### config.mk
export PLATFORM = sky130hd
export DESIGN_NAME = div_arbiter
export DESIGN_NICKNAME = d
export VERILOG_FILES = /design/src/rtl/div_arbiter.sv
export SDC_FILE = /design/constraint.sdc
export NUM_CORES = 1
export LEC_CHECK = 0
export ABC_AREA = 0
export CAP_MARGIN = 30
export CORE_MARGIN = 2
export CORE_UTILIZATION = 35
export DETAILED_ROUTE_END_ITERATION = 7
export PLACE_DENSITY_LB_ADDON = 0.08
export SLEW_MARGIN = 20
export SYNTH_ARGS = -nofsm -noshare
export SYNTH_HDL_FRONTEND = slang
export SYNTH_SLANG_ARGS = --single-unit
### constraint.sdc
create_clock -name clk -period 1.75 [get_ports clk]
set_input_delay 0.2625 -clock clk [delete_from_list [all_inputs] [get_ports clk]]
set_output_delay 0.2625 -clock clk [all_outputs]
set_load 0.05 [all_outputs]
### src/rtl/div_arbiter.sv
// Two-requester round-robin front end for a shared multi-cycle divider,
// with a WAIT-state timeout that aborts a stalled divide with an error response.
module div_arbiter #(
    parameter int W   = 8,
    parameter int TMO = 64
) (
    input  logic         clk,
    input  logic         rst,
    input  logic         req0,
    input  logic         req1,
    input  logic [W-1:0] a0,
    input  logic [W-1:0] b0,
    input  logic [W-1:0] a1,
    input  logic [W-1:0] b1,
    output logic         ack0,
    output logic         ack1,
    output logic [W-1:0] q_out,
    output logic [W-1:0] r_out,
    output logic         err_out,
    output logic         tmo_out,
    output logic         busy,
    output logic         div_start,
    output logic [W-1:0] div_a,
    output logic [W-1:0] div_b,
    input  logic         div_done,
    input  logic [W-1:0] div_q,
    input  logic [W-1:0] div_r,
    input  logic         div_err
);

    localparam int CW = $clog2(TMO + 1);

    localparam logic [1:0] S_IDLE  = 2'd0;
    localparam logic [1:0] S_START = 2'd1;
    localparam logic [1:0] S_WAIT  = 2'd2;
    localparam logic [1:0] S_RESP  = 2'd3;

    logic [1:0]    state_q, state_d;
    logic          prio_q, prio_d;
    logic          owner_q, owner_d;
    logic [CW-1:0] cnt_q, cnt_d;
    logic          ack0_q, ack0_d;
    logic          ack1_q, ack1_d;
    logic [W-1:0]  q_q, q_d;
    logic [W-1:0]  r_q, r_d;
    logic          err_q, err_d;
    logic          tmo_q, tmo_d;
    logic          busy_q, busy_d;
    logic          start_q, start_d;
    logic [W-1:0]  da_q, da_d;
    logic [W-1:0]  db_q, db_d;
    logic          grant;

    always_comb begin
        state_d = state_q;
        prio_d  = prio_q;
        owner_d = owner_q;
        cnt_d   = cnt_q;
        ack0_d  = 1'b0;
        ack1_d  = 1'b0;
        q_d     = q_q;
        r_d     = r_q;
        err_d   = err_q;
        tmo_d   = tmo_q;
        busy_d  = busy_q;
        start_d = 1'b0;
        da_d    = da_q;
        db_d    = db_q;
        // Both requesting: pointer decides; otherwise the lone requester wins.
        grant   = (req0 && req1) ? prio_q : req1;

        case (state_q)
            S_IDLE: begin
                if (req0 || req1) begin
                    owner_d = grant;
                    da_d    = grant ? a1 : a0;
                    db_d    = grant ? b1 : b0;
                    start_d = 1'b1;
                    busy_d  = 1'b1;
                    state_d = S_START;
                end
            end
            S_START: begin
                cnt_d   = '0;
                state_d = S_WAIT;
            end
            S_WAIT: begin
                if (div_done) begin
                    q_d     = div_q;
                    r_d     = div_r;
                    err_d   = div_err;
                    tmo_d   = 1'b0;
                    ack0_d  = ~owner_q;
                    ack1_d  = owner_q;
                    state_d = S_RESP;
                end else begin
                    cnt_d = cnt_q + CW'(1);
                    if (cnt_d == CW'(TMO)) begin
                        q_d     = '0;
                        r_d     = '0;
                        err_d   = 1'b1;
                        tmo_d   = 1'b1;
                        ack0_d  = ~owner_q;
                        ack1_d  = owner_q;
                        state_d = S_RESP;
                    end
                end
            end
            S_RESP: begin
                prio_d  = ~owner_q;
                busy_d  = 1'b0;
                state_d = S_IDLE;
            end
            default: begin
                busy_d  = 1'b0;
                state_d = S_IDLE;
            end
        endcase
    end

    always_ff @(posedge clk) begin
        if (rst) begin
            state_q <= S_IDLE;
            prio_q  <= 1'b0;
            owner_q <= 1'b0;
            cnt_q   <= '0;
            ack0_q  <= 1'b0;
            ack1_q  <= 1'b0;
            q_q     <= '0;
            r_q     <= '0;
            err_q   <= 1'b0;
            tmo_q   <= 1'b0;
            busy_q  <= 1'b0;
            start_q <= 1'b0;
            da_q    <= '0;
            db_q    <= '0;
        end else begin
            state_q <= state_d;
            prio_q  <= prio_d;
            owner_q <= owner_d;
            cnt_q   <= cnt_d;
            ack0_q  <= ack0_d;
            ack1_q  <= ack1_d;
            q_q     <= q_d;
            r_q     <= r_d;
            err_q   <= err_d;
            tmo_q   <= tmo_d;
            busy_q  <= busy_d;
            start_q <= start_d;
            da_q    <= da_d;
            db_q    <= db_d;
        end
    end

    assign ack0      = ack0_q;
    assign ack1      = ack1_q;
    assign q_out     = q_q;
    assign r_out     = r_q;
    assign err_out   = err_q;
    assign tmo_out   = tmo_q;
    assign busy      = busy_q;
    assign div_start = start_q;
    assign div_a     = da_q;
    assign div_b     = db_q;

endmodule
==> results of run 1 <==
layout make-up:
cell class	count	area [um^2]	share of cell area
Clock inverter	3	43.79	0.01312
Sequential cell	49	983.4	0.2946
Timing Repair Buffer	112	1092	0.3272
Inverter	10	37.54	0.01124
Clock buffer	5	68.82	0.02061
Multi-Input combinational cell	183	1018	0.3051
Tap cell	75	93.84	0.02811
per-stage QoR:
| stage | hold WS (ns) | total power, mW | setup TNS [ns] | setup WS (ns) |
|---|---|---|---|---|
| after CTS | 0.4263 | 4.393 | 0 | 0.01325 |
| after global routing | 0.4398 | 4.617 | -0.01633 | -0.01633 |
| after floorplan | 0.3985 | 2.834 | 0 | 0.09360 |
| final | 0.4276 | 4.331 | 0 | 0.05085 |
| after detailed placement | 0.4512 | 3.574 | 0 | 0.01842 |
| after global placement | 0.4471 | 3.563 | 0 | 0.09825 |
cells by family (layout without fill, tap and decap cells):
group	count (synthesis)	count (layout)	synth area share
compound gates	73	73	0.2321
xor+xnor	1	1	0.004177
fa+ha+maj	6	6	0.03580
buf+inv	26	130	0.05011
flops	49	49	0.4678
mux	2	2	0.009547
simple gates	101	101	0.2005
synthesized netlist by cell type:
cell type                  instances
sky130_fd_sc_hd__a211oi_1          2
sky130_fd_sc_hd__nor3_1            4
sky130_fd_sc_hd__a311oi_1         20
sky130_fd_sc_hd__o21a_1            1
sky130_fd_sc_hd__o21ai_2           1
sky130_fd_sc_hd__o21ai_0           9
sky130_fd_sc_hd__xor2_1            1
sky130_fd_sc_hd__a22oi_1           3
sky130_fd_sc_hd__nor2_1           29
sky130_fd_sc_hd__a221oi_1          1
sky130_fd_sc_hd__clkinv_1          1
sky130_fd_sc_hd__o221ai_1          1
sky130_fd_sc_hd__inv_1             9
sky130_fd_sc_hd__buf_6             1
sky130_fd_sc_hd__a32oi_1           1
sky130_fd_sc_hd__o21ai_1          11
sky130_fd_sc_hd__nor4_2            1
sky130_fd_sc_hd__nand2_1          58
sky130_fd_sc_hd__ha_1              6
sky130_fd_sc_hd__o31ai_1           1
sky130_fd_sc_hd__dfxtp_1          49
sky130_fd_sc_hd__a41oi_1           1
sky130_fd_sc_hd__nand3_2           1
sky130_fd_sc_hd__o41a_1            1
sky130_fd_sc_hd__clkbuf_1         15
sky130_fd_sc_hd__and4_1            1
sky130_fd_sc_hd__nand3_1           1
sky130_fd_sc_hd__nor2b_1           2
sky130_fd_sc_hd__or2_2             1
sky130_fd_sc_hd__o31a_1            1
sky130_fd_sc_hd__mux2i_1           2
sky130_fd_sc_hd__a21oi_1          19
sky130_fd_sc_hd__nand2b_1          2
sky130_fd_sc_hd__or3_1             1
power groups by stage:
stage               clock, mW  sequential, mW  combinational, mW
floorplan                   0            2.13              0.704
global placement            0            1.49               2.07
detailed placement          0            1.49               2.08
CTS                     0.837            1.47               2.09
global route            0.881            1.50               2.24
finish                  0.803            1.46               2.06
final timing paths:
check | start | endpoint | slack (ns) | cells past startpoint
worst max-delay path | r_out[6] | r_out[6] | 0.05 | 1
worst min-delay path | rst | q_out[0] | 0.43 | 3
worst max register to register | cnt_q[3] | r_out[4] | 0.14 | 6
worst min register to register | owner_q | ack0 | 0.46 | 1
flip-flops by register name, indices dropped and copies added, names as in the netlist:
name       flops
err_out        1
div_a          8
tmo_out        1
owner_q        1
ack1           1
busy           1
prio_q         1
div_start      1
cnt_q          7
ack0           1
r_out          8
state_q        2
q_out          8
div_b          8
metal layers:
metal	track usage	up-vias	share of wire
met3	0.05444	5	0.10
met1	0.2077	918	0.44
met4	0.04576	0	0.0096
met5	0	-	0
met2	0.2811	76	0.45
li1	-	1111	-
==> metrics.txt, run 1 <==
total number of H-tree levels=2; distinct cell type count of the synthesized netlist=34; setup repair after global routing missed its margin=yes; final setup violation count=0; slowest stage delay, CP=between 0.8 and 0.9 ns; pin count of the biggest net entering global routing=34; all-layer global routing usage=0.1684; post-synth design cell area=~2100 um^2; P_sw=1.812 mW; Nets=421; final count of pins violating max slew=0; total length of routed wires=between 5 and 6 mm; sequential area share after synthesis=0.4678; count of non-filler cells in the finished layout=437; cell at the root of the clock tree=sky130_fd_sc_hd__clkbuf_8; wire length of the first global-routing pass=8.866 mm; via count of the first global-routing pass=1979; fraction of synthesized cell area taken by the top area cell type=0.4678; maximum capacitance violations=0; Std-Cell Core Area=5851 um^2; slew of the pin with the lowest slew margin=0.5179 ns; proportion of power drawn by combinational gates=0.476; total of flip-flops plus latches after synthesis=between 40 and 50; pwr/cell area=1297 nW/um^2; leak pwr=1.557 nW; TritonCTS clock tree=yes; gpl congestion=0.8458; Highest Clock Rate=around 590 MHz; via count=2110; layout filler cell count=roughly 550; Inserted Diodes=0; crit share post-route=0.9709; # placed instances=429; Area Growth Syn to Fin=59.19%; average cell area after synthesis=slightly above 8 um^2; antenna violations before repair=0; Final HPWL DP=around 3.9 mm; post-cts hold buffer count=0; number of gates resized after cts=0; final critical path time including I/O delays and setup=1.699 ns; width of the die=a little over 80 um; utilization after layout=0.5706; worst setup path category=flip-flop to primary output; share of post-route cells with drive strength above 1=0.1409; total count of hold-check failures in the final report=0; cell types with the largest area share after synthesis=sky130_fd_sc_hd__dfxtp_1, sky130_fd_sc_hd__nand2_1, sky130_fd_sc_hd__a311oi_1; post-detailed-route via-to-cell ratio=a little under 5; remaining antenna violation count after routing=0; Critical path buffers and inverters=1; number of buffers added for setup after CTS=0; most common cell after layout, fill and taps aside=sky130_fd_sc_hd__clkdlybuf4s50_1; io pins=92; outcome=finished clean; cell count after synthesis=258; yosys synthesis warning count=0; cell type group with the largest total delay on the critical path=buffers and inverters; Post-Synthesis Net Count=318; Worst IR Drop VDD=679.5 uV; clock skew after layout=0.01209 ns; most area-hungry cell type in the Yosys netlist=sky130_fd_sc_hd__dfxtp_1; number of buffers created by CTS=5; slew margin rel.=0.6542; count of input and output buffers=91; per-cell routed wire length=12.14 um; clock-pin slew of the registers on the worst-case setup and hold paths=about 0.090 ns; switching fraction of total power=0.4183; largest driver fanout on the critical path=2; most frequent cells in the layout=sky130_fd_sc_hd__clkdlybuf4s50_1, sky130_fd_sc_hd__nand2_1, sky130_fd_sc_hd__dfxtp_1, sky130_fd_sc_hd__buf_4, sky130_fd_sc_hd__nor2_1; Max Root-Sink Buffers=2; overall die height=slightly above 80 um; iteration count of the initial detailed-routing pass=4; relative contribution of the clock network to total power=0.186; kind of end point of the critical path=primary output; cell area after placement=about 3200 um^2; Seq pwr share=0.338; final std cell area, no fill=3338 um^2; path category of the worst min-delay check=input port to flip-flop; overflow left after global routing=0; Placement Rows=28; DRC violation total after the first TritonRoute iteration=89; initial core utilization=0.3584; clock insertion delay at the later pin of the skew report=approximately 0.30 ns; number of sinks handled by clock tree synthesis=49; CP required=1.49 ns; crit path launch type=flip-flop; list of cells traversed by the critical path=clkdlybuf4s50_1; drt drc=0; arrival time at the worst endpoint=1.44 ns; Internal Dissipation=2.519 mW; CP max stage cell=sky130_fd_sc_hd__clkdlybuf4s50_1; die area=approximately 6600 um^2
Note: power is estimated with default switching activity, not from simulation.
==> inputs of run 2 (changes only) <==
--- a/config.mk
+++ b/config.mk
@@ -11,6 +11,7 @@
 export CORE_UTILIZATION = 35
 export DETAILED_ROUTE_END_ITERATION = 7
 export PLACE_DENSITY_LB_ADDON = 0.08
+export SETUP_SLACK_MARGIN = 0.1
 export SLEW_MARGIN = 20
 export SYNTH_ARGS = -nofsm -noshare
 export SYNTH_HDL_FRONTEND = slang
==> run 2 against run 1 <==
Net effect: register-to-register slack lost 0.02 ns; first-iteration DRC count shrank 2.2%; count of clock-buffer cells in the layout grew 1; clock power shrank 15%; global-route usage shrank 0.24 points; die area is the same; combinational power is essentially flat; setup slack gained 0.072 ns; utilization shrank 1.9 points; sequential power is essentially flat; routed wire length shrank 1.1%; largest power group unchanged.
==> metrics.txt, run 2 (synthesis results as in run 1) <==
hold path endpoint=cnt_q[5]; met1 global-route usage=0.2019; overflow left after global routing=0; CP required=1.94 ns; outcome=finished clean; clock-pin slew of the registers on the worst-case setup and hold paths=0.09 ns; final worst setup slack=approximately 0.12 ns; drt drc=0; via count of the first global-routing pass=1948; final critical path time including I/O delays and setup=1.627 ns; crit path launch type=flip-flop; arrival time at the worst endpoint=roughly 1.8 ns; remaining antenna violation count after routing=0; slew of the pin with the lowest slew margin=0.5095 ns; io pins=92; slew margin rel.=0.6617; layout filler cell count=about 560; Final HPWL DP=3.831 mm; pre-CTS WS=0.07234 ns; post-detailed-route via-to-cell ratio=4.842; Placement Rows=28; crit share post-route=0.9296; final count of pins violating max slew=0; clock skew after layout=0.006259 ns; worst hold path cell count=2; gpl congestion=0.8029; maximum capacitance violations=0; post-cts hold buffer count=0; per-cell routed wire length=12.17 um; Max Root-Sink Buffers=2; met2 Track Usage GR=0.2713; Std-Cell Core Area=5851 um^2; Highest Clock Rate=roughly 600 MHz; worst setup path category=flip-flop to flip-flop; antenna violations before repair=0; pwr/cell area=1296 nW/um^2; width of the die=81.41 um; total count of hold-check failures in the final report=0; via count=2087; final setup violation count=0; number of buffers added for setup after CTS=0; path category of the worst min-delay check=input port to flip-flop; Area Growth Syn to Fin=53.88%; met3 usage in global routing=0.06111; number of buffers created by CTS=5; wire length of the first global-routing pass=8.590 mm; worst reg2reg path depth=6; iteration count of the initial detailed-routing pass=4; Most Used Layer, Global Route=met2; Inserted Diodes=0; Nets=416; leak pwr=1.329 nW; Register-to-Register Setup Slack=approximately 0.12 ns; die area=6627 um^2; number of sinks handled by clock tree synthesis=49; launching point of the worst reg2reg path=cnt_q[3]; pin count of the biggest net entering global routing=31; cell at the root of the clock tree=sky130_fd_sc_hd__clkbuf_8; total number of H-tree levels=2; clock insertion delay at the later pin of the skew report=0.30 ns; Worst IR Drop VDD=between 500 and 600 uV; overall die height=81.41 um; most common cell after layout, fill and taps aside=sky130_fd_sc_hd__nand2_1; DRC violation total after the first TritonRoute iteration=just under 90; TritonCTS clock tree=yes; total power consumption of the routed design=4.183 mW; start point of the worst hold path=rst; total length of routed wires=5.247 mm; setup repair after global routing missed its margin=yes; sum of negative setup slack=0 ns; initial core utilization=0.3584; end of the worst register-to-register path=r_out[2]; most frequent cells in the layout=sky130_fd_sc_hd__nand2_1, sky130_fd_sc_hd__clkdlybuf4s50_1, sky130_fd_sc_hd__dfxtp_1, sky130_fd_sc_hd__nor2_1, sky130_fd_sc_hd__buf_4; share of post-route cells with drive strength above 1=0.1489; largest driver fanout on the critical path=16; count of input and output buffers=91; kind of end point of the critical path=flip-flop; all-layer global routing usage=0.1659
run 2: worst max-delay path: stages, from the launching register on:
cell,delay (ns)
sky130_fd_sc_hd__dfxtp_4,0.37
sky130_fd_sc_hd__nand3_2,0.12
sky130_fd_sc_hd__o21a_1,0.22
sky130_fd_sc_hd__o41a_1,0.42
sky130_fd_sc_hd__buf_6,0.16
sky130_fd_sc_hd__o21ai_0,0.15
sky130_fd_sc_hd__a21oi_1,0.08
run 2: final cells by class:
type / count / area, um^2 / share of cell area
clock inverter: 1 / 7.507 / 0.002326
tap: 75 / 93.84 / 0.02908
multi-input combinational: 183 / 1028 / 0.3187
timing repair buffer: 107 / 989.7 / 0.3067
inverter: 10 / 37.54 / 0.01163
sequential: 49 / 987.2 / 0.3059
clock buffer: 6 / 82.58 / 0.02559
run 2: how the worst max path moves through the flow:
stage	startpoint	end	slack, ns	cells after the start
final	cnt_q[3]	r_out[2]	0.12	6
after global placement	req0	div_a[2]	0.11	6
after detailed placement	cnt_q[0]	r_out[4]	0.07	6
after CTS	cnt_q[3]	r_out[3]	0.10	6
after global routing	cnt_q[3]	q_out[0]	0.04	6
after floorplan	cnt_q[2]	q_out[0]	0.10	6
run 2: stage by stage:
stage / hold WS (ns) / cells / area (um^2) / util
3_5_place_dp: 0.4627 / 424 / 3136 / 0.5359
3_3_place_gp: 0.4485 / 424 / 3136 / 0.5359
6_report: 0.3927 / 431 / 3227 / 0.5515
2_1_floorplan: 0.3985 / 258 / 2098 / -
5_1_grt: 0.4122 / 431 / 3227 / 0.5515
4_1_cts: 0.3916 / 431 / 3204 / 0.5477
run 2: where the power goes:
group	switching, mW	internal (mW)	leakage, nW	total, mW
clock	0.366	0.313	0.0433	0.679
combinational	1.33	0.708	0.883	2.04
sequential	0.122	1.34	0.402	1.46
run 2: layer usage:
layer / up-vias / wire [um] / share of wire
met3: 5 / 496 / 0.095
li1: 1089 / - / -
met5: - / 0 / 0
met1: 911 / 2358 / 0.45
met4: 0 / 59 / 0.011
met2: 82 / 2333 / 0.44
run 2: timing repair:
| item | 4_1_cts | 5_1_grt |
|---|---|---|
| pin swaps | 0 | 1 |
| cloned | 0 | 0 |
| resized for setup | 24 | 11 |
| endpoints found under the setup margin | 27 | 30 |
==> inputs of run 3 (changes only) <==
--- a/config.mk
+++ b/config.mk
@@ -7,9 +7,12 @@
 export LEC_CHECK = 0
 export ABC_AREA = 0
 export CAP_MARGIN = 30
+export CELL_PAD_IN_SITES_DETAIL_PLACEMENT = 1
+export CELL_PAD_IN_SITES_GLOBAL_PLACEMENT = 1
 export CORE_MARGIN = 2
-export CORE_UTILIZATION = 35
+export CORE_UTILIZATION = 26
 export DETAILED_ROUTE_END_ITERATION = 7
+export GPL_TIMING_DRIVEN = 1
 export PLACE_DENSITY_LB_ADDON = 0.08
 export SETUP_SLACK_MARGIN = 0.1
 export SLEW_MARGIN = 20
==> run 3 against run 2 <==
Net effect: final cell count up 7.7%; utilization decreased by 11 points; combinational power up 2%; cell area grew 5.2%; via count rose by 3.6%.
==> metrics.txt, run 3 (synthesis results as in run 1) <==
total power consumption of the routed design=4.395 mW; number of buffers created by CTS=5; leak pwr=1.377 nW; DRC violation total after the first TritonRoute iteration=32; pin count of the biggest net entering global routing=33; via count of the first global-routing pass=2177; crit path launch type=flip-flop; Placement Rows=32; iteration count of the initial detailed-routing pass=4; Highest Clock Rate=598.1 MHz; gpl congestion=0.7740; clock-pin slew of the registers on the worst-case setup and hold paths=about 0.090 ns; clock insertion delay at the later pin of the skew report=~0.30 ns; post-detailed-route via-to-cell ratio=4.659; Std-Cell Core Area=around 8000 um^2; cell area after placement=3199 um^2; slew margin rel.=0.6608; kind of end point of the critical path=flip-flop; count of input and output buffers=91; via count=2162; share of post-route cells with drive strength above 1=0.1878; detailed route wirelength on metal2=roughly 3.0 mm; routed wire length on met3=430 um; count of non-filler cells in the finished layout=464; die area=8799 um^2; Area Growth Syn to Fin=61.87%; path category of the worst min-delay check=input port to flip-flop; most frequent cells in the layout=sky130_fd_sc_hd__nand2_1, sky130_fd_sc_hd__clkdlybuf4s50_1, sky130_fd_sc_hd__dfxtp_1, sky130_fd_sc_hd__buf_4, sky130_fd_sc_hd__nor2_1; all-layer global routing usage=0.1465; overall die height=~94 um; slew of the pin with the lowest slew margin=slightly above 0.5 ns; CP max stage cell=sky130_fd_sc_hd__dfxtp_4; final setup violation count=0; slowest stage delay, CP=between 0.3 and 0.4 ns; top routing layer used=met4; Worst IR Drop VDD=485.9 uV; crit share post-route=0.9554; Nets=421; worst setup path category=flip-flop to flip-flop; most common cell after layout, fill and taps aside=sky130_fd_sc_hd__nand2_1; initial core utilization=0.2700; TritonCTS clock tree=yes; Max Root-Sink Buffers=2; final count of pins violating max slew=0; wire length of the first global-routing pass=10.27 mm; total area of sequential cells=996.0 um^2; overflow left after global routing=0; outcome=finished clean; Routed met1 length=2.895 mm; final critical path time including I/O delays and setup=1.672 ns; arrival time at the worst endpoint=1.84 ns; layout filler cell count=935; total count of hold-check failures in the final report=0; setup repair after global routing missed its margin=yes; total number of H-tree levels=2; remaining antenna violation count after routing=0; largest driver fanout on the critical path=16; total length of routed wires=6.362 mm; cell at the root of the clock tree=sky130_fd_sc_hd__clkbuf_8; area used by multi-input combinational logic=1074 um^2; antenna violations before repair=0; width of the die=93.81 um; io pins=92; pwr/cell area=1295 nW/um^2; Inserted Diodes=0; clock skew after layout=0.007531 ns; Final HPWL DP=roughly 4.6 mm; utilization after layout=0.4370; maximum capacitance violations=0; list of cells traversed by the critical path=buf_4, nor2_2, a32oi_2, o41a_1, buf_12, o21ai_0, a21oi_1; number of sinks handled by clock tree synthesis=49; drt drc=0; final std cell area, no fill=between 3000 and 4000 um^2; # placed instances=452; per-cell routed wire length=13.71 um; CP required=1.92 ns
run 3: cell types whose count changed in the layout (fill, tap and decap cells not counted), sizes merged:
cell,delta
buf,+6
dlygate4sd2,-1
bufinv,+1
clkbuf,+1
clkinvlp,-1
run 3: layer usage:
layer,vias up,track usage
li1,1108,-
met1,991,0.1839
met2,61,0.2363
met3,2,0.05297
met4,0,0.04106
met5,-,0
run 3: worst paths after layout:
kind	slack [ns]	depth (start not counted)	to	from
min	0.42	2	div_start	rst
max reg2reg	0.08	7	r_out[4]	cnt_q[3]
min reg2reg	0.46	2	err_out	err_out
max	0.08	7	r_out[4]	cnt_q[3]
run 3: worst max-delay path: cells and delay by family (launching register included):
family | cells | cell delay, ns
compound gates | 4 | 0.73
buf+inv | 2 | 0.32
flops | 1 | 0.37
simple gates | 1 | 0.11
run 3: cell type report:
class | instances | share of cell area
repair buffers | 112 | 0.3074
multi-input cells | 183 | 0.3163
clock inverters | 1 | 0.008846
clock buffers | 7 | 0.02543
well taps | 102 | 0.03760
inverters | 10 | 0.01106
flip-flops and latches | 49 | 0.2934
run 3: timing repair:
item,in CTS,in global routing
buffers inserted,1,3
gates resized for setup,30,17
pin swaps,2,2
endpoints found under the setup margin,41,45
hold buffers,0,0
run 3: where the power goes:
part / leakage (nW) / total [mW] / switching [mW] / internal, mW
clock: 0.0585 / 0.841 / 0.375 / 0.467
sequential: 0.405 / 1.47 / 0.130 / 1.34
combinational: 0.914 / 2.08 / 1.35 / 0.730
run 3: metrics by stage:
stage           TNS (ns)  worst slack (ns)  hold WS, ns
4_1_cts                0           0.04315       0.4191
3_3_place_gp           0           0.01341       0.4434
2_1_floorplan          0            0.1001       0.3985
3_5_place_dp           0           0.01743       0.4562
6_report               0           0.07802       0.4164
5_1_grt        -0.007457         -0.007457       0.4353
